`src/rtl/psum_output_writer_if.sv`:
```
// Write channel from the psum output writer toward the M00 AXI master.
// Carries one word write per wr_valid/wr_ready handshake.
interface psum_output_writer_if #(
  parameter int ADDR_WIDTH = 32,
  parameter int DATA_WIDTH = 32
);
  logic [ADDR_WIDTH-1:0] wr_addr;
  logic [DATA_WIDTH-1:0] wr_data;
  logic                  wr_valid;
  logic                  wr_ready;

  modport master (output wr_addr, output wr_data, output wr_valid, input wr_ready);
  modport slave  (input wr_addr, input wr_data, input wr_valid, output wr_ready);
endinterface

```
`src/rtl/psum_output_writer.sv`:
```
// Buffers finished PE-array partial sums in a FIFO and streams them as sequential word writes.
// Build option: define OUT_RELU_EN to clamp negative psums to zero as they enter the FIFO.
module psum_output_writer #(
  parameter int ACC_WIDTH            = 32,
  parameter int C_M00_AXI_DATA_WIDTH = 32,
  parameter int ADDR_WIDTH           = 32,
  parameter int FIFO_DEPTH           = 16
) (
  input  logic                          CLK,
  input  logic                          RESETN,
  input  logic                          start,
  input  logic [ADDR_WIDTH-1:0]         output_base_addr,
  input  logic [15:0]                   num_outputs,
  input  logic [ACC_WIDTH-1:0]          psum_in,
  input  logic                          out_storage_wr_en,
  psum_output_writer_if.master          wr_if,
  output logic                          busy,
  output logic                          done,
  output logic                          overflow,
  output logic [$clog2(FIFO_DEPTH):0]   fifo_count
);

  localparam int PTR_W = $clog2(FIFO_DEPTH);
  localparam int CNT_W = PTR_W + 1;
  localparam logic [CNT_W-1:0]      DEPTH_C   = CNT_W'(FIFO_DEPTH);
  localparam logic [ADDR_WIDTH-1:0] ADDR_STEP = ADDR_WIDTH'(C_M00_AXI_DATA_WIDTH / 8);

  localparam logic [1:0] IDLE   = 2'd0;
  localparam logic [1:0] STREAM = 2'd1;
  localparam logic [1:0] DRAIN  = 2'd2;
  localparam logic [1:0] DONE   = 2'd3;

  logic [1:0]            state;
  logic [ACC_WIDTH-1:0]  mem [FIFO_DEPTH];
  logic [PTR_W-1:0]      rd_ptr;
  logic [PTR_W-1:0]      wr_ptr;
  logic [CNT_W-1:0]      count;
  logic [ADDR_WIDTH-1:0] addr;
  logic [15:0]           remaining_in;
  logic [15:0]           remaining_out;
  logic                  overflow_q;

  logic                  active;
  logic                  fifo_empty;
  logic                  fifo_full;
  logic                  wr_valid_int;
  logic                  push_req;
  logic                  push;
  logic                  pop;
  logic                  drop;
  logic [CNT_W-1:0]      count_next;
  logic [15:0]           rem_out_next;
  logic [ACC_WIDTH-1:0]  push_val;

  always_comb begin
`ifdef OUT_RELU_EN
    push_val = psum_in[ACC_WIDTH-1] ? '0 : psum_in;
`else
    push_val = psum_in;
`endif
  end

  // A full FIFO still accepts a push when the head leaves in the same cycle; a dropped
  // push still retires one expected output so the job always terminates.
  always_comb begin
    active       = (state == STREAM) || (state == DRAIN);
    fifo_empty   = (count == '0);
    fifo_full    = (count == DEPTH_C);
    wr_valid_int = active && !fifo_empty;
    pop          = wr_valid_int && wr_if.wr_ready;
    push_req     = (state == STREAM) && out_storage_wr_en;
    push         = push_req && (!fifo_full || pop);
    drop         = push_req && fifo_full && !pop;
    count_next   = count;
    if (push && !pop)
      count_next = count + CNT_W'(1);
    else if (pop && !push)
      count_next = count - CNT_W'(1);
    rem_out_next = (pop || drop) ? remaining_out - 16'd1 : remaining_out;
  end

  assign wr_if.wr_valid = wr_valid_int;
  assign wr_if.wr_addr  = addr;
  assign wr_if.wr_data  = wr_valid_int ? C_M00_AXI_DATA_WIDTH'($signed(mem[rd_ptr])) : '0;
  assign busy           = (state != IDLE);
  assign done           = (state == DONE);
  assign overflow       = overflow_q;
  assign fifo_count     = count;

  always_ff @(posedge CLK) begin
    if (push)
      mem[wr_ptr] <= push_val;
  end

  always_ff @(posedge CLK) begin
    if (!RESETN) begin
      state         <= IDLE;
      rd_ptr        <= '0;
      wr_ptr        <= '0;
      count         <= '0;
      addr          <= '0;
      remaining_in  <= '0;
      remaining_out <= '0;
      overflow_q    <= 1'b0;
    end else begin
      count         <= count_next;
      remaining_out <= rem_out_next;
      if (push)
        wr_ptr <= wr_ptr + PTR_W'(1);
      if (pop) begin
        rd_ptr <= rd_ptr + PTR_W'(1);
        addr   <= addr + ADDR_STEP;
      end
      if (push_req)
        remaining_in <= remaining_in - 16'd1;
      if (drop)
        overflow_q <= 1'b1;

      // DRAIN exits on the edge that retires the last word, so done follows it directly.
      case (state)
        IDLE: begin
          if (start) begin
            addr          <= output_base_addr;
            remaining_in  <= num_outputs;
            remaining_out <= num_outputs;
            overflow_q    <= 1'b0;
            state         <= (num_outputs == 16'd0) ? DONE : STREAM;
          end
        end
        STREAM: begin
          if (push_req && remaining_in == 16'd1)
            state <= DRAIN;
        end
        DRAIN: begin
          if (rem_out_next == 16'd0 && count_next == '0)
            state <= DONE;
        end
        default: state <= IDLE;
      endcase
    end
  end

endmodule

```
`src/flat_wrapper.sv`:
```
// flat-port wrapper written by rule: the top's interface ports become plain ports
module psum_output_writer_flat 
#(
  parameter int ACC_WIDTH            = 32,
  parameter int C_M00_AXI_DATA_WIDTH = 32,
  parameter int ADDR_WIDTH           = 32,
  parameter int FIFO_DEPTH           = 16
)
  (CLK, RESETN, start, output_base_addr, num_outputs, psum_in, out_storage_wr_en, busy, done, overflow, fifo_count, wr_if_wr_addr, wr_if_wr_data, wr_if_wr_valid, wr_if_wr_ready);
  psum_output_writer_if #(.ADDR_WIDTH(ADDR_WIDTH), .DATA_WIDTH(32)) wr_if_i ();
  input  logic CLK;
  input  logic RESETN;
  input  logic start;
  input  logic [ADDR_WIDTH-1:0] output_base_addr;
  input  logic [15:0] num_outputs;
  input  logic [ACC_WIDTH-1:0] psum_in;
  input  logic out_storage_wr_en;
  output logic busy;
  output logic done;
  output logic overflow;
  output logic [$clog2(FIFO_DEPTH):0] fifo_count;
  output wire logic [$bits(wr_if_i.wr_addr)-1:0] wr_if_wr_addr;
  output wire logic [$bits(wr_if_i.wr_data)-1:0] wr_if_wr_data;
  output wire logic [$bits(wr_if_i.wr_valid)-1:0] wr_if_wr_valid;
  input wire logic [$bits(wr_if_i.wr_ready)-1:0] wr_if_wr_ready;
  assign wr_if_wr_addr = wr_if_i.wr_addr;
  assign wr_if_wr_data = wr_if_i.wr_data;
  assign wr_if_wr_valid = wr_if_i.wr_valid;
  assign wr_if_i.wr_ready = wr_if_wr_ready;
  psum_output_writer #(.ACC_WIDTH(ACC_WIDTH), .C_M00_AXI_DATA_WIDTH(C_M00_AXI_DATA_WIDTH), .ADDR_WIDTH(ADDR_WIDTH), .FIFO_DEPTH(FIFO_DEPTH)) u_core (.CLK(CLK), .RESETN(RESETN), .start(start), .output_base_addr(output_base_addr), .num_outputs(num_outputs), .psum_in(psum_in), .out_storage_wr_en(out_storage_wr_en), .wr_if(wr_if_i), .busy(busy), .done(done), .overflow(overflow), .fifo_count(fifo_count));
endmodule
```
`config.mk`:
```
export PLATFORM = sky130hd
export DESIGN_NAME = psum_output_writer_flat
export DESIGN_NICKNAME = d
export VERILOG_FILES = /design/src/rtl/psum_output_writer_if.sv /design/src/rtl/psum_output_writer.sv /design/src/flat_wrapper.sv
export SDC_FILE = /design/constraint.sdc
export NUM_CORES = 1
export LEC_CHECK = 0
export CELL_PAD_IN_SITES_DETAIL_PLACEMENT = 1
export CELL_PAD_IN_SITES_GLOBAL_PLACEMENT = 1
export CORE_UTILIZATION = 45
export CTS_CLUSTER_DIAMETER = 50
export DETAILED_ROUTE_END_ITERATION = 8
export HOLD_SLACK_MARGIN = 0.05
export PLACE_DENSITY = 0.83
export REMOVE_ABC_BUFFERS = 1
export SYNTH_ARGS = -nofsm -noshare
export SYNTH_HDL_FRONTEND = slang
export SYNTH_SLANG_ARGS = --single-unit
```
`constraint.sdc`:
```
create_clock -name CLK -period 5.9 [get_ports CLK]
set_input_delay 1.18 -clock CLK [delete_from_list [all_inputs] [get_ports CLK]]
set_output_delay 1.18 -clock CLK [all_outputs]
set_load 0.02 [all_outputs]
```
# After elaboration in Yosys (flattened, before gate mapping)
# Memory sizes are Yosys's and may differ from the RTL's. A register that Yosys moved wholly into a read port is not among the register bits.
# Cells that the tools add are included.
# Widths: inputs -> output; s select.
dict set report word_totals {
  ff_bits 80
  mem_bits_rw 512
  input_bits 85
  n_memories 1
}
# name words word_bits rd rd_clocked_by_memory_dff write_ports line
set memory_table {}
lappend memory_table {u_core.mem 16 32 1 1 1 psum_output_writer.sv:34} ;# logic [ACC_WIDTH-1:0] mem [FIFO_DEPTH];
dict set report classes {
  n_addsub 7
  n_eq_ne 8
  n_mux 24
  n_reduce_logical 24
}
# op n
set ops {}
lappend ops {{$mux 32} 4}
lappend ops {{$mux 16} 6}
lappend ops {{$add 32x3->32 const B} 1}
lappend ops {{$logic_not 16->1} 2}
lappend ops {{$sub 16x1->16 const B} 2}
lappend ops {{$eq 16x1->1 const B} 1}
lappend ops {{$logic_and 1x1->1} 10}
lappend ops {{$logic_not 5->1} 2}
lappend ops {{$mux 5} 2}
lappend ops {{$add 4x1->4 const B} 2}
lappend ops {{$mux 2} 4}
lappend ops {{$mux 4} 2}
lappend ops {{$ne 2x2->1 const B} 3}
lappend ops {{$pmux 2 s3} 1}
lappend ops {{$add 5x1->5 const B} 1}
lappend ops {{$eq 5x5->1 const B} 1}
lappend ops {{$mux 1} 5}
lappend ops {{$sub 5x1->5 const B} 1}
lappend ops {{$eq 2x2->1 const B} 2}
lappend ops {{$logic_not 1->1} 4}
lappend ops {{$logic_or 1x1->1} 3}
lappend ops {{$reduce_and 3->1} 1}
lappend ops {{$eq 2x1->1 const B} 1}
lappend ops {{$logic_not 2->1} 1}
lappend ops {{$reduce_bool 2->1} 1}

# Logic depth before layout (Yosys ltp)
dict set report logic_depth {
  ltp_word 14
  mapped_depth 12
  ltp_nobuf 10
}

# Least setup slack after synthesis
# No wires, ideal clock.
dict set report synth_timing {
  kind {input -> register}
  start {input wr_if_wr_ready}
  end {memory u_core.mem[3][0], enable pin}
  setup_ns 0.461
  t_arrival_ns 4.516
  path_slack_ns 0.923
  cell_stages 6
  path_buffers 1
  cell_sequence {and2_1 clkbuf_1 nand2_1 a21oi_1 nand2_1 nor3_1}
}
dict set report synth_via {
  elab_chain_len 5
}
# element line
set synth_rtl {}
lappend synth_rtl {{from (decl)} flat_wrapper.sv:25} ;# input wire logic [$bits(wr_if_i.wr_ready)-1:0] wr_if_wr_ready;
lappend synth_rtl {{$logic_and 1x1->1} psum_output_writer.sv:70} ;# pop = wr_valid_int && wr_if.wr_ready;
lappend synth_rtl {{$logic_or 1x1->1} psum_output_writer.sv:72} ;# push = push_req && (!fifo_full || pop);
lappend synth_rtl {{$logic_and 1x1->1} psum_output_writer.sv:72}
lappend synth_rtl {{$mux 1} psum_output_writer.sv:91} ;# if (push)
lappend synth_rtl {{$mux 1 (implied by the code)} psum_output_writer.sv:92} ;# mem[wr_ptr] <= push_val;
lappend synth_rtl {{to (decl)} psum_output_writer.sv:34}
# Every way passes these cells.

==> run_summary.xml <==
<?xml version="1.0" encoding="UTF-8"?>
<metrics>
  <group name="yosys">
    <metric name="post-synth-top-area-fraction" unit="">0.6451</metric>
    <metric name="post-synth-top-area-cell" unit="">edfxtp_1</metric>
    <metric name="syn_inst" unit="">1306</metric>
    <metric name="number_of_synthesized_flops_with_an_enable_pin" unit="">512</metric>
    <metric name="synth_async_sr_flop_share" unit="">0</metric>
    <metric name="yosys_register_bits" unit="">596</metric>
    <metric name="synth_cell_type_count" unit="">53</metric>
    <metric name="synthesis.yosys.warnings" unit="">0</metric>
    <metric name="syn_area" unit="mm2">0.02383</metric>
    <metric name="synth_top_area_cells" unit="">edfxtp_1 65%, mux4_2 15%, dfxtp_1 7.1%, nor2_1 1.4%, xnor2_1 1.1%</metric>
    <metric name="synth-main-ff-cell" unit="">edfxtp_1</metric>
    <metric name="synth_sequential_area_ratio" unit="">0.7157</metric>
    <metric name="avgSynthCellArea" unit="um2">18.25</metric>
  </group>
  <group name="clock_network">
    <metric name="tritoncts" unit="">done</metric>
    <metric name="cts_setup_buffers" unit="">0</metric>
    <metric name="worstSkewPairLatency" unit="ns">0.60</metric>
    <metric name="cts_buffer_depth" unit="">3</metric>
    <metric name="clk_transition_reported_paths" unit="ns">0.05</metric>
    <metric name="number_of_cells_upsized_or_downsized_after_cts" unit="">0</metric>
    <metric name="clk_root_buffer_cell" unit="">clkbuf_16</metric>
    <metric name="cts_max_level" unit="">3</metric>
    <metric name="cts_inserted_buffers" unit="">67</metric>
    <metric name="cts_sinks" unit="">596</metric>
    <metric name="postCtsHoldBufs" unit="">0</metric>
  </group>
  <group name="timing">
    <metric name="whs" unit="ns">0.4668</metric>
    <metric name="final.period_utilization" unit="">0.8366</metric>
    <metric name="slew_violations" unit="">0</metric>
    <metric name="hold_violations" unit="">0</metric>
    <metric name="setup_viol" unit="">0</metric>
    <metric name="max_freq" unit="MHz">202.6</metric>
    <metric name="timing.max_slew.rel_slack" unit="">0.2019</metric>
    <metric name="rsz0062_at_grt" unit="">false</metric>
    <metric name="max_slew.worst_pin.slew" unit="ns">1.194</metric>
    <metric name="final.setup.tns" unit="ns">0</metric>
    <metric name="min_setup_slack_post_route" unit="ns">0.9641</metric>
    <metric name="fin_skew" unit="ns">0.02018</metric>
    <metric name="post-route-min-period" unit="ns">4.936</metric>
  </group>
  <group name="placed_design">
    <metric name="gp_congestion" unit="">0.8026</metric>
    <metric name="pre_cts_slack" unit="ns">1.101</metric>
    <metric name="dp_cells" unit="">2093</metric>
    <metric name="placement.io_buffers" unit="">157</metric>
    <metric name="detailed_placement_wirelength_estimate" unit="um">36100</metric>
  </group>
  <group name="drt">
    <metric name="detail_route.wl_per_cell" unit="um">26.54</metric>
    <metric name="antenna_left" unit="">0</metric>
    <metric name="detailroute.via_count" unit="">12920</metric>
    <metric name="remaining_drc_errors" unit="">0</metric>
    <metric name="detailedRoute.firstPassIterationCount" unit="">5</metric>
    <metric name="wl" unit="um">58740</metric>
    <metric name="detail_route.vias_per_cell" unit="">5.838</metric>
    <metric name="drt-initial-drc-count" unit="">1076</metric>
  </group>
  <group name="setup_path">
    <metric name="critPathLaunchType" unit="">register</metric>
    <metric name="endpoint_kind" unit="">primary output</metric>
    <metric name="worstPathMaxFanout" unit="">37</metric>
    <metric name="timing_worst_setup_path_type" unit="">reg -&gt; out</metric>
    <metric name="worstPathArrival" unit="ns">3.76</metric>
    <metric name="cp.required" unit="ns">4.72</metric>
  </group>
  <group name="die">
    <metric name="rows" unit="">83</metric>
    <metric name="die_area" unit="mm2">0.05389</metric>
    <metric name="coreArea" unit="mm2">0.05182</metric>
    <metric name="initial_utilization" unit="">0.4599</metric>
    <metric name="die-height" unit="um">232.1</metric>
    <metric name="number_of_ports_placed_on_the_die_boundary" unit="">158</metric>
    <metric name="dieWidth" unit="um">232.1</metric>
  </group>
  <group name="layout">
    <metric name="area_growth_syn_to_layout" unit="%">19.21</metric>
    <metric name="layout.area.seq" unit="mm2">0.01707</metric>
    <metric name="layout.cells.non_filler" unit="">2213</metric>
    <metric name="finalNetCount" unit="">1584</metric>
    <metric name="drive_gt1_frac" unit="">0.1991</metric>
    <metric name="multi_input_area" unit="mm2">0.006565</metric>
    <metric name="n_fill_cell" unit="">4690</metric>
  </group>
  <group name="pwr">
    <metric name="seqPwrFrac" unit="">0.446</metric>
    <metric name="power-per-cell-area" unit="mW/mm2">396.8</metric>
    <metric name="p_clk_frac" unit="">0.360</metric>
    <metric name="p_leak" unit="nW">8.744</metric>
    <metric name="vdd_ir_drop_max" unit="mV">0.2902</metric>
    <metric name="comb_power_share" unit="">0.195</metric>
    <metric name="netSwitchingFraction" unit="">0.2765</metric>
    <metric name="internal_power" unit="mW">8.155</metric>
    <metric name="finalPower" unit="mW">11.27</metric>
    <metric name="p_switching" unit="mW">3.117</metric>
  </group>
  <group name="grt">
    <metric name="grt_pass1_vias" unit="">13726</metric>
    <metric name="antenna_found_initial" unit="">7</metric>
    <metric name="grt.overflow.total" unit="">0</metric>
    <metric name="grt_max_degree" unit="">63</metric>
    <metric name="groute.usage.overall" unit="">0.2220</metric>
    <metric name="grt_first_pass_wirelength" unit="um">87170</metric>
  </group>
  <group name="job">
    <metric name="maxCapViolations" unit="">0</metric>
  </group>
  <group name="outcome">
    <metric name="run_status" unit="">complete, no violations</metric>
  </group>
  <group name="hold_path">
    <metric name="min-delay-path-class" unit="">reg -&gt; reg</metric>
  </group>
</metrics>
[Yosys cell counts, types with 2 or more instances]
master	number
nand2_1	59
buf_6	2
nand2b_1	3
inv_1	16
xnor2_1	31
dfxtp_1	84
xor2_1	31
nor2b_1	32
a31oi_1	4
a211oi_1	18
o41ai_1	3
edfxtp_1	512
or3_1	9
nor3b_1	2
nand3_1	12
ha_1	17
o21ai_0	33
nand4_1	10
mux4_2	160
buf_1	12
a311oi_1	6
and3_1	4
clkbuf_1	52
nor4b_1	2
nor2_1	89
a21oi_1	42
o31ai_1	2
nor4_1	13
nor3_1	12
and2_1	11
[sequential cells by signal, summed over array words and instances, names as in the netlist, named ones only]
signal and cells:
u_core.mem 512, u_core.wr_if.wr_addr 32, u_core.remaining_in 16, u_core.remaining_out 16, u_core.fifo_count 5, u_core.rd_ptr 4
u_core.wr_ptr 4, u_core.state 2, u_core.overflow 1
[logic make-up after synthesis]
logic type / Yosys count / share of synthesized area
and+or+nand+nor: 270 / 0.05665
xor gates and xnor gates: 62 / 0.02278
muxes: 161 / 0.1516
DFF: 596 / 0.7157
AOI/OAI and AO/OA: 117 / 0.03066
adders and majority gates: 17 / 0.008925
buffers and inverters: 83 / 0.01370
[area by class of cell]
class,instances,share of cell area
flip-flops and latches,596,0.6007
multi-input cells,627,0.2311
repair buffers,173,0.06130
well taps,680,0.02995
clock inverters,39,0.01317
inverters,17,0.002246
diodes,1,0.00008808
clock buffers,80,0.06148
[metrics by stage]
step	cell area (um2)	util
after CTS	28410	0.5482
after floorplan	23570	-
after global placement	26290	0.5073
after detailed placement	26290	0.5073
after global routing	28410	0.5482
final	28410	0.5483
[layer usage]
layer,track usage,routed length [um],vias to the layer above
met3,0.04961,4902,78
met2,0.3599,28290,578
li1,-,-,5563
met1,0.3012,24330,6697
met4,0.06476,1181,4
met5,0,31,-
[worst max-delay path, cell delays in order (launching register included)]
cell             delay (ns)
dfxtp_4                0.83
buf_12                 0.38
mux4_2                 0.59
mux4_2                 0.54
nor2b_1                0.19
clkdlybuf4s50_1        0.59
[layout by cell type, fill, tap and decap left out, types with 5 or more instances in the layout]
master,instances
edfxtp_1,512
mux4_2,160
clkdlybuf4s50_1,157
dfxtp_1,80
nor2_1,77
clkbuf_16,68
nand2_1,57
a21oi_1,42
o21ai_0,33
nor2b_1,32
xnor2_1,31
xor2_1,31
a211oi_1,18
ha_1,17
inv_1,16
clkinv_1,13
nor4_1,13
nor2_4,12
nand3_1,12
clkbuf_1,12
buf_4,12
and2_1,11
nand4_1,10
or3_1,9
nor3_1,8
inv_6,8
a311oi_1,6
clkinv_2,6
nor3_2,5
bufinv_16,5
[power by group through the flow]
stage	logic [mW]	clock network [mW]	registers (mW)
final	2.19	4.05	5.02
after global placement	2.14	0	5.09
after detailed placement	2.20	0	5.11
after floorplan	1.31	0	5.21
after global routing	2.36	4.23	5.06
after CTS	2.22	4.12	5.03
[worst paths after layout]
path | startpoint | endpoint | slack (ns) | cells past startpoint
setup / recovery | register | wr_if_wr_data[25] | 0.96 | 5
hold reg to reg | u_core.wr_if.wr_addr[0] | u_core.wr_if.wr_addr[0] | 0.47 | 2
hold / removal | u_core.wr_if.wr_addr[0] | u_core.wr_if.wr_addr[0] | 0.47 | 2
setup reg to reg | u_core.state[0] | u_core.mem[5][30] | 1.85 | 8
Note: power is estimated with default switching activity, not from simulation.
